File: src/rtl/load_store_unit_if.sv
// Bus bundle between the core execute stage, the load/store unit and the
// word-indexed data memory.
//   req_*  : request handshake from the core (valid/ready) with store flag,
//            RV32I funct3, byte address and store data
//   resp_* : one-cycle completion pulse with extended load data and error flag
//   mem_*  : word index, write word, write enable, combinational read data
// Modports: slave = the load/store unit's view, master = core + memory view.
interface load_store_unit_if #(
  parameter int XLEN   = 32,
  parameter int MEM_AW = 6
);
  logic              req_valid;
  logic              req_ready;
  logic              req_store;
  logic [2:0]        req_funct3;
  logic [XLEN-1:0]   req_addr;
  logic [XLEN-1:0]   req_wdata;
  logic              resp_valid;
  logic [XLEN-1:0]   resp_rdata;
  logic              resp_err;
  logic [MEM_AW-1:0] mem_addr;
  logic [XLEN-1:0]   mem_wdata;
  logic              mem_we;
  logic [XLEN-1:0]   mem_rdata;

  modport slave (
    input  req_valid, req_store, req_funct3, req_addr, req_wdata, mem_rdata,
    output req_ready, resp_valid, resp_rdata, resp_err,
           mem_addr, mem_wdata, mem_we
  );

  modport master (
    output req_valid, req_store, req_funct3, req_addr, req_wdata, mem_rdata,
    input  req_ready, resp_valid, resp_rdata, resp_err,
           mem_addr, mem_wdata, mem_we
  );
endinterface

File: src/rtl/load_store_unit.sv
// Load/store unit: takes byte-addressed RV32I load/store requests from the
// core, turns them into word-indexed data memory accesses and returns the
// sign/zero-extended load data. The memory has no byte enables, so sb/sh are
// performed as read-modify-write.
// Ports:
//   clk, rst    : clock, synchronous active-high reset
//   bus (slave) : request handshake, response pulse and memory port
//                 (see load_store_unit_if)
// Optional feature macro LSU_PERF_CNT_EN adds load_cnt/store_cnt/err_cnt,
// 32-bit wrapping counts of completed responses by kind.
module load_store_unit #(
  parameter int MEM_AW = 6,
  parameter int XLEN   = 32
) (
  input  logic              clk,
  input  logic              rst,
  load_store_unit_if.slave  bus
`ifdef LSU_PERF_CNT_EN
  ,
  output logic [31:0]       load_cnt,
  output logic [31:0]       store_cnt,
  output logic [31:0]       err_cnt
`endif
);

  typedef enum logic [2:0] {IDLE, RD, RMW_RD, WR, DONE} state_t;

  state_t      state;
  logic        st_store;
  logic [2:0]  st_f3;
  logic [1:0]  st_off;
  logic [15:0] st_wdata;

  // Address bits above the word index are ignored (accesses wrap).
  logic unused_addr_hi;
  assign unused_addr_hi = ^bus.req_addr[XLEN-1:MEM_AW+2];

  // Misaligned halfword/word or a funct3 with no meaning for loads/stores.
  function automatic logic is_err(input logic [2:0] f3, input logic [1:0] off);
    case (f3)
      3'b000, 3'b100: is_err = 1'b0;
      3'b001, 3'b101: is_err = off[0];
      3'b010:         is_err = (off != 2'b00);
      default:        is_err = 1'b1;
    endcase
  endfunction

  function automatic logic [XLEN-1:0] load_extract(input logic [XLEN-1:0] word,
                                                   input logic [2:0]      f3,
                                                   input logic [1:0]      off);
    logic [7:0]  b;
    logic [15:0] h;
    b = word[{off, 3'b000} +: 8];
    h = word[{off[1], 4'b0000} +: 16];
    case (f3)
      3'b000:  load_extract = {{(XLEN-8){b[7]}}, b};
      3'b001:  load_extract = {{(XLEN-16){h[15]}}, h};
      3'b100:  load_extract = {{(XLEN-8){1'b0}}, b};
      3'b101:  load_extract = {{(XLEN-16){1'b0}}, h};
      default: load_extract = word;
    endcase
  endfunction

  function automatic logic [XLEN-1:0] store_merge(input logic [XLEN-1:0] word,
                                                  input logic [15:0]     wdata,
                                                  input logic            half,
                                                  input logic [1:0]      off);
    logic [XLEN-1:0] m;
    m = word;
    if (half) m[{off[1], 4'b0000} +: 16] = wdata;
    else      m[{off, 3'b000} +: 8]      = wdata[7:0];
    store_merge = m;
  endfunction

  always_ff @(posedge clk) begin
    if (rst) begin
      state          <= IDLE;
      bus.req_ready  <= 1'b1;
      bus.resp_valid <= 1'b0;
      bus.resp_rdata <= '0;
      bus.resp_err   <= 1'b0;
      bus.mem_we     <= 1'b0;
      bus.mem_addr   <= '0;
      bus.mem_wdata  <= '0;
    end else begin
      bus.resp_valid <= 1'b0;
      bus.mem_we     <= 1'b0;
      case (state)
        IDLE: begin
          if (bus.req_valid) begin
            st_store      <= bus.req_store;
            st_f3         <= bus.req_funct3;
            st_off        <= bus.req_addr[1:0];
            st_wdata      <= bus.req_wdata[15:0];
            bus.mem_addr  <= bus.req_addr[MEM_AW+1:2];
            bus.req_ready <= 1'b0;
            if (is_err(bus.req_funct3, bus.req_addr[1:0])) begin
              // Rejected without touching memory: respond next cycle.
              bus.resp_rdata <= '0;
              bus.resp_err   <= 1'b1;
              bus.resp_valid <= 1'b1;
              state          <= DONE;
            end else if (!bus.req_store) begin
              state <= RD;
            end else if (bus.req_funct3[1:0] == 2'b10) begin
              // Full word store needs no read: write immediately.
              bus.mem_wdata <= bus.req_wdata;
              bus.mem_we    <= 1'b1;
              state         <= WR;
            end else begin
              state <= RMW_RD;
            end
          end
        end
        RD: begin
          bus.resp_rdata <= load_extract(bus.mem_rdata, st_f3, st_off);
          bus.resp_err   <= 1'b0;
          bus.resp_valid <= 1'b1;
          state          <= DONE;
        end
        RMW_RD: begin
          bus.mem_wdata <= store_merge(bus.mem_rdata, st_wdata, st_f3[0], st_off);
          bus.mem_we    <= 1'b1;
          state         <= WR;
        end
        WR: begin
          bus.resp_rdata <= '0;
          bus.resp_err   <= 1'b0;
          bus.resp_valid <= 1'b1;
          state          <= DONE;
        end
        DONE: begin
          bus.req_ready <= 1'b1;
          state         <= IDLE;
        end
        default: begin
          bus.req_ready <= 1'b1;
          state         <= IDLE;
        end
      endcase
    end
  end

`ifdef LSU_PERF_CNT_EN
  always_ff @(posedge clk) begin
    if (rst) begin
      load_cnt  <= '0;
      store_cnt <= '0;
      err_cnt   <= '0;
    end else if (state == DONE) begin
      if (bus.resp_err)  err_cnt   <= err_cnt + 32'd1;
      else if (st_store) store_cnt <= store_cnt + 32'd1;
      else               load_cnt  <= load_cnt + 32'd1;
    end
  end
`endif

endmodule

File: src/flat_wrapper.sv
// flat-port wrapper written by rule: the top's interface ports become plain ports
module load_store_unit_flat 
#(
  parameter int MEM_AW = 6,
  parameter int XLEN   = 32
)
  (clk, rst, bus_req_valid, bus_req_store, bus_req_funct3, bus_req_addr, bus_req_wdata, bus_mem_rdata, bus_req_ready, bus_resp_valid, bus_resp_rdata, bus_resp_err, bus_mem_addr, bus_mem_wdata, bus_mem_we);
  load_store_unit_if #(.XLEN(XLEN), .MEM_AW(MEM_AW)) bus_i ();
  input  logic clk;
  input  logic rst;
  input wire logic [$bits(bus_i.req_valid)-1:0] bus_req_valid;
  input wire logic [$bits(bus_i.req_store)-1:0] bus_req_store;
  input wire logic [$bits(bus_i.req_funct3)-1:0] bus_req_funct3;
  input wire logic [$bits(bus_i.req_addr)-1:0] bus_req_addr;
  input wire logic [$bits(bus_i.req_wdata)-1:0] bus_req_wdata;
  input wire logic [$bits(bus_i.mem_rdata)-1:0] bus_mem_rdata;
  output wire logic [$bits(bus_i.req_ready)-1:0] bus_req_ready;
  output wire logic [$bits(bus_i.resp_valid)-1:0] bus_resp_valid;
  output wire logic [$bits(bus_i.resp_rdata)-1:0] bus_resp_rdata;
  output wire logic [$bits(bus_i.resp_err)-1:0] bus_resp_err;
  output wire logic [$bits(bus_i.mem_addr)-1:0] bus_mem_addr;
  output wire logic [$bits(bus_i.mem_wdata)-1:0] bus_mem_wdata;
  output wire logic [$bits(bus_i.mem_we)-1:0] bus_mem_we;
  assign bus_i.req_valid = bus_req_valid;
  assign bus_i.req_store = bus_req_store;
  assign bus_i.req_funct3 = bus_req_funct3;
  assign bus_i.req_addr = bus_req_addr;
  assign bus_i.req_wdata = bus_req_wdata;
  assign bus_i.mem_rdata = bus_mem_rdata;
  assign bus_req_ready = bus_i.req_ready;
  assign bus_resp_valid = bus_i.resp_valid;
  assign bus_resp_rdata = bus_i.resp_rdata;
  assign bus_resp_err = bus_i.resp_err;
  assign bus_mem_addr = bus_i.mem_addr;
  assign bus_mem_wdata = bus_i.mem_wdata;
  assign bus_mem_we = bus_i.mem_we;
  load_store_unit #(.MEM_AW(MEM_AW), .XLEN(XLEN)) u_core (.clk(clk), .rst(rst), .bus(bus_i));
endmodule
File: config.mk
export PLATFORM = sky130hd
export DESIGN_NAME = load_store_unit_flat
export DESIGN_NICKNAME = d
export VERILOG_FILES = /design/src/rtl/load_store_unit_if.sv /design/src/rtl/load_store_unit.sv /design/src/flat_wrapper.sv
export SDC_FILE = /design/constraint.sdc
export NUM_CORES = 1
export LEC_CHECK = 0
export CORE_UTILIZATION = 40
export CTS_CLUSTER_DIAMETER = 120
export CTS_CLUSTER_SIZE = 25
export DETAILED_ROUTE_END_ITERATION = 16
export PLACE_DENSITY = 0.79
export SYNTH_ARGS = -nofsm -noshare
export SYNTH_HDL_FRONTEND = slang
export SYNTH_SLANG_ARGS = --single-unit
File: constraint.sdc
create_clock -name clk -period 2.27 [get_ports clk]
set_input_delay 0.227 -clock clk [delete_from_list [all_inputs] [get_ports clk]]
set_output_delay 0.227 -clock clk [all_outputs]
set_load 0.05 [all_outputs]
==> flow_summary.ini <==
[die]
dieArea_um2 = 13600
dieWidth_um = 117
coreArea_um2 = 12700
rows = 41
initial_utilization = 0.413
die_h_um = 117
io_pins = 177

[clock_network]
cts.clk_slew.worst_paths_ps = 70
cts_tree = yes
root_buffer = clkbuf_16
htree_num_levels = 3
cts.sinks = 98
clk-insertion-delay-late_ps = 350
post_cts_buffers = 0
clock_path_buffers = 2
cts_buffers = 9

[timing]
rsz0062_at_grt = false
layout_setup_ws_ps = 174
setup_viol = 0
hold_ws_ps = 466
worst_pin_slew_ps = 931
slew_headroom = 0.377
finalSetupTns_ps = 0
drv_slew = 0
clock_skew_ps = 6.94
finalHoldViolCount = 0
fmax_mhz = 477
fin_crit_sh = 0.924
period_needed_ps = 2100

[layout]
syn_to_final_growth_pct = 39.4
diodes = 0
drive_above_1_share = 0.130
nets = 778
instances_no_fill = 847

[setup_path]
crit_fanout = 4
cp_cell_sequence = inv_1, ha_1, nor4bb_2, a221oi_1, a2111oi_1, o32a_1
start_kind = register
crit_start = u_core.st_off[0]
required_ps = 2570
r2r-start = u_core.st_off[0]
crit_family = compound AO/OA/AOI/OAI gates
critPathKind = register to register
crit_buf_inv = 1
max_stage_delay_ps = 480
worst_ep_arrival_time_ps = 2400
endpoint_kind = register
slowest_stage = a2111oi_1

[drt]
post-route-drc-count = 0
wl_um = 17200
postRouteAntennaNets = 0
routedWlPerCell_um = 20.3
drtPass1Iterations = 5
vias = 5024
vias_per_cell = 5.93
first_iter_violations = 499

[global_route]
grt_start_max_net_pins = 38
antenna_found_initial = 0
grt_pass1_wl_um = 26000
grtUsageTotal = 0.257
grt_pass1_vias = 4796
grt.overflow.total = 0

[logic_synthesis]
syn_nets = 637
synth_area_leaders = dfxtp_1 (29%), edfxtp_1 (12%), a22oi_2 (6.9%)
yosysTopAreaCell = dfxtp_1
ys_ff_latch = 98
async_flop_share = 0
synth.distinct_cells = 48
synth_edf_count = 21
synth_most_common_cell = dfxtp_1
seq_area_frac_synth = 0.413
syn_inst = 529
synth_warnings = 0
syn_avg_cell_area_um2 = 9.93
synth.top_cells.by_count = dfxtp_1 (77), nor2_1 (52), a21oi_1 (36), nand2b_1 (36), clkbuf_1 (32)
synth_top_cell_area_share = 0.293
ys.flop_type = dfxtp_1
syn-cell-area_um2 = 5260

[placement]
dpl.hpwl_um = 13100
dp_slack_ps = -59.3
place_inst = 831
gp_congestion = 0.995
portBuffers = 152

[pwr]
power_leakage_nw = 2.74
ir_drop_mv = 0.467
clkPwrFrac = 0.332
intPower_mw = 3.12
power_frac_seq = 0.436
swShare = 0.298
p_switching_mw = 1.33
power.density_nw_per_um2 = 608
p_comb_frac = 0.231

[outcome]
status = complete, no violations

[hold_path]
hold_path_class = register to register
worstHoldStart = u_core.bus.resp_rdata[4]

[flow_run]
maxCapViolations = 0
## layer usage
layer | vias up | part of all wire | routed length [µm] | global-route usage
met3 | 51 | 0.078 | 1350 | 0.0441
li1 | 2338 | - | - | -
met4 | 0 | 0.040 | 686 | 0.129
met5 | - | 0 | 0 | 0
met2 | 278 | 0.46 | 7950 | 0.410
met1 | 2357 | 0.42 | 7200 | 0.334
## worst min-delay path: cells and delay by family, from the launching register on
kind            cells  cell delay, ps
flops               1             310
simple gates        1              60
compound gates      1              50
## power by group through the flow
| stage | logic (mW) | clock network [mW] | registers [mW] |
|---|---|---|---|
| final | 1.03 | 1.48 | 1.94 |
| after global placement | 1.00 | 0 | 1.97 |
| after detailed placement | 1.02 | 0 | 1.98 |
| after CTS | 1.02 | 1.51 | 1.94 |
| after floorplan | 0.380 | 0 | 2.17 |
| after global routing | 1.09 | 1.56 | 1.95 |
## final cells by class
cell class                 instances  area (µm²)
fill                            1142        5400
multi-input combinational        359        2800
sequential                        98        2170
timing repair buffer             179        1760
clock buffer                      12         267
tap                              172         215
inverter                          23        86.3
clock inverter                     4        25.0
## logic make-up (layout without fill, tap and decap cells)
family          after synthesis  after routing  share of synthesized area
mux                          34             34                     0.0743
simple gates                123            123                      0.120
flops                        98             98                      0.413
compound gates              197            197                      0.322
fa+ha+maj                     5              5                     0.0119
buf+inv                      72            218                     0.0593
## placed cells by master (no fill, tap or decap), types with 8 or more instances in the layout
master / Yosys / routed
dfxtp_1: 77 / 77
nor2_1: 52 / 52
mux2_1: 11 / 11
edfxtp_1: 21 / 21
clkdlybuf4s50_1: 0 / 152
nand2_1: 10 / 10
a21oi_1: 36 / 36
o221ai_1: 31 / 31
nor3_1: 8 / 8
a22o_1: 27 / 27
mux2i_1: 12 / 12
a22oi_2: 29 / 29
clkbuf_16: 0 / 9
inv_1: 20 / 20
a221o_1: 31 / 31
nand2b_1: 36 / 36
buf_4: 3 / 24
mux2_2: 9 / 9
## path summary, 6_finish.rpt
kind	slack, ps	endpoint	cells past startpoint
worst max-delay path	170	u_core.bus.mem_wdata[30]	6
worst min-delay path	470	u_core.bus.resp_rdata[4]	2
worst min register to register	470	u_core.bus.resp_rdata[4]	2
worst max register to register	170	u_core.bus.mem_wdata[30]	6
## what timing repair did
item | CTS | global route
hold endpoints to repair | 0 | 0
hold buffers | 0 | 0
resized for setup | 0 | 3
endpoints found under the setup margin | 0 | 17
## metrics by stage
step                power, mW   util  area (µm²)
floorplan                2.55      -        5260
global placement         2.98  0.552        7020
detailed placement       3.00  0.552        7020
CTS                      4.47  0.575        7320
global route             4.60  0.576        7330
finish                   4.45  0.576        7330
## sequential cells by signal (all words and copies together) (netlist names)
signal / count
u_core.bus.resp_err: 1
u_core.st_f3: 3
u_core.st_wdata: 16
u_core.bus.mem_wdata: 32
u_core.st_off: 2
u_core.bus.resp_valid: 1
u_core.bus.mem_addr: 6
u_core.bus.mem_we: 1
u_core.bus.resp_rdata: 32
u_core.bus.req_ready: 1
u_core.state: 3
Note: power is estimated with default switching activity, not from simulation.
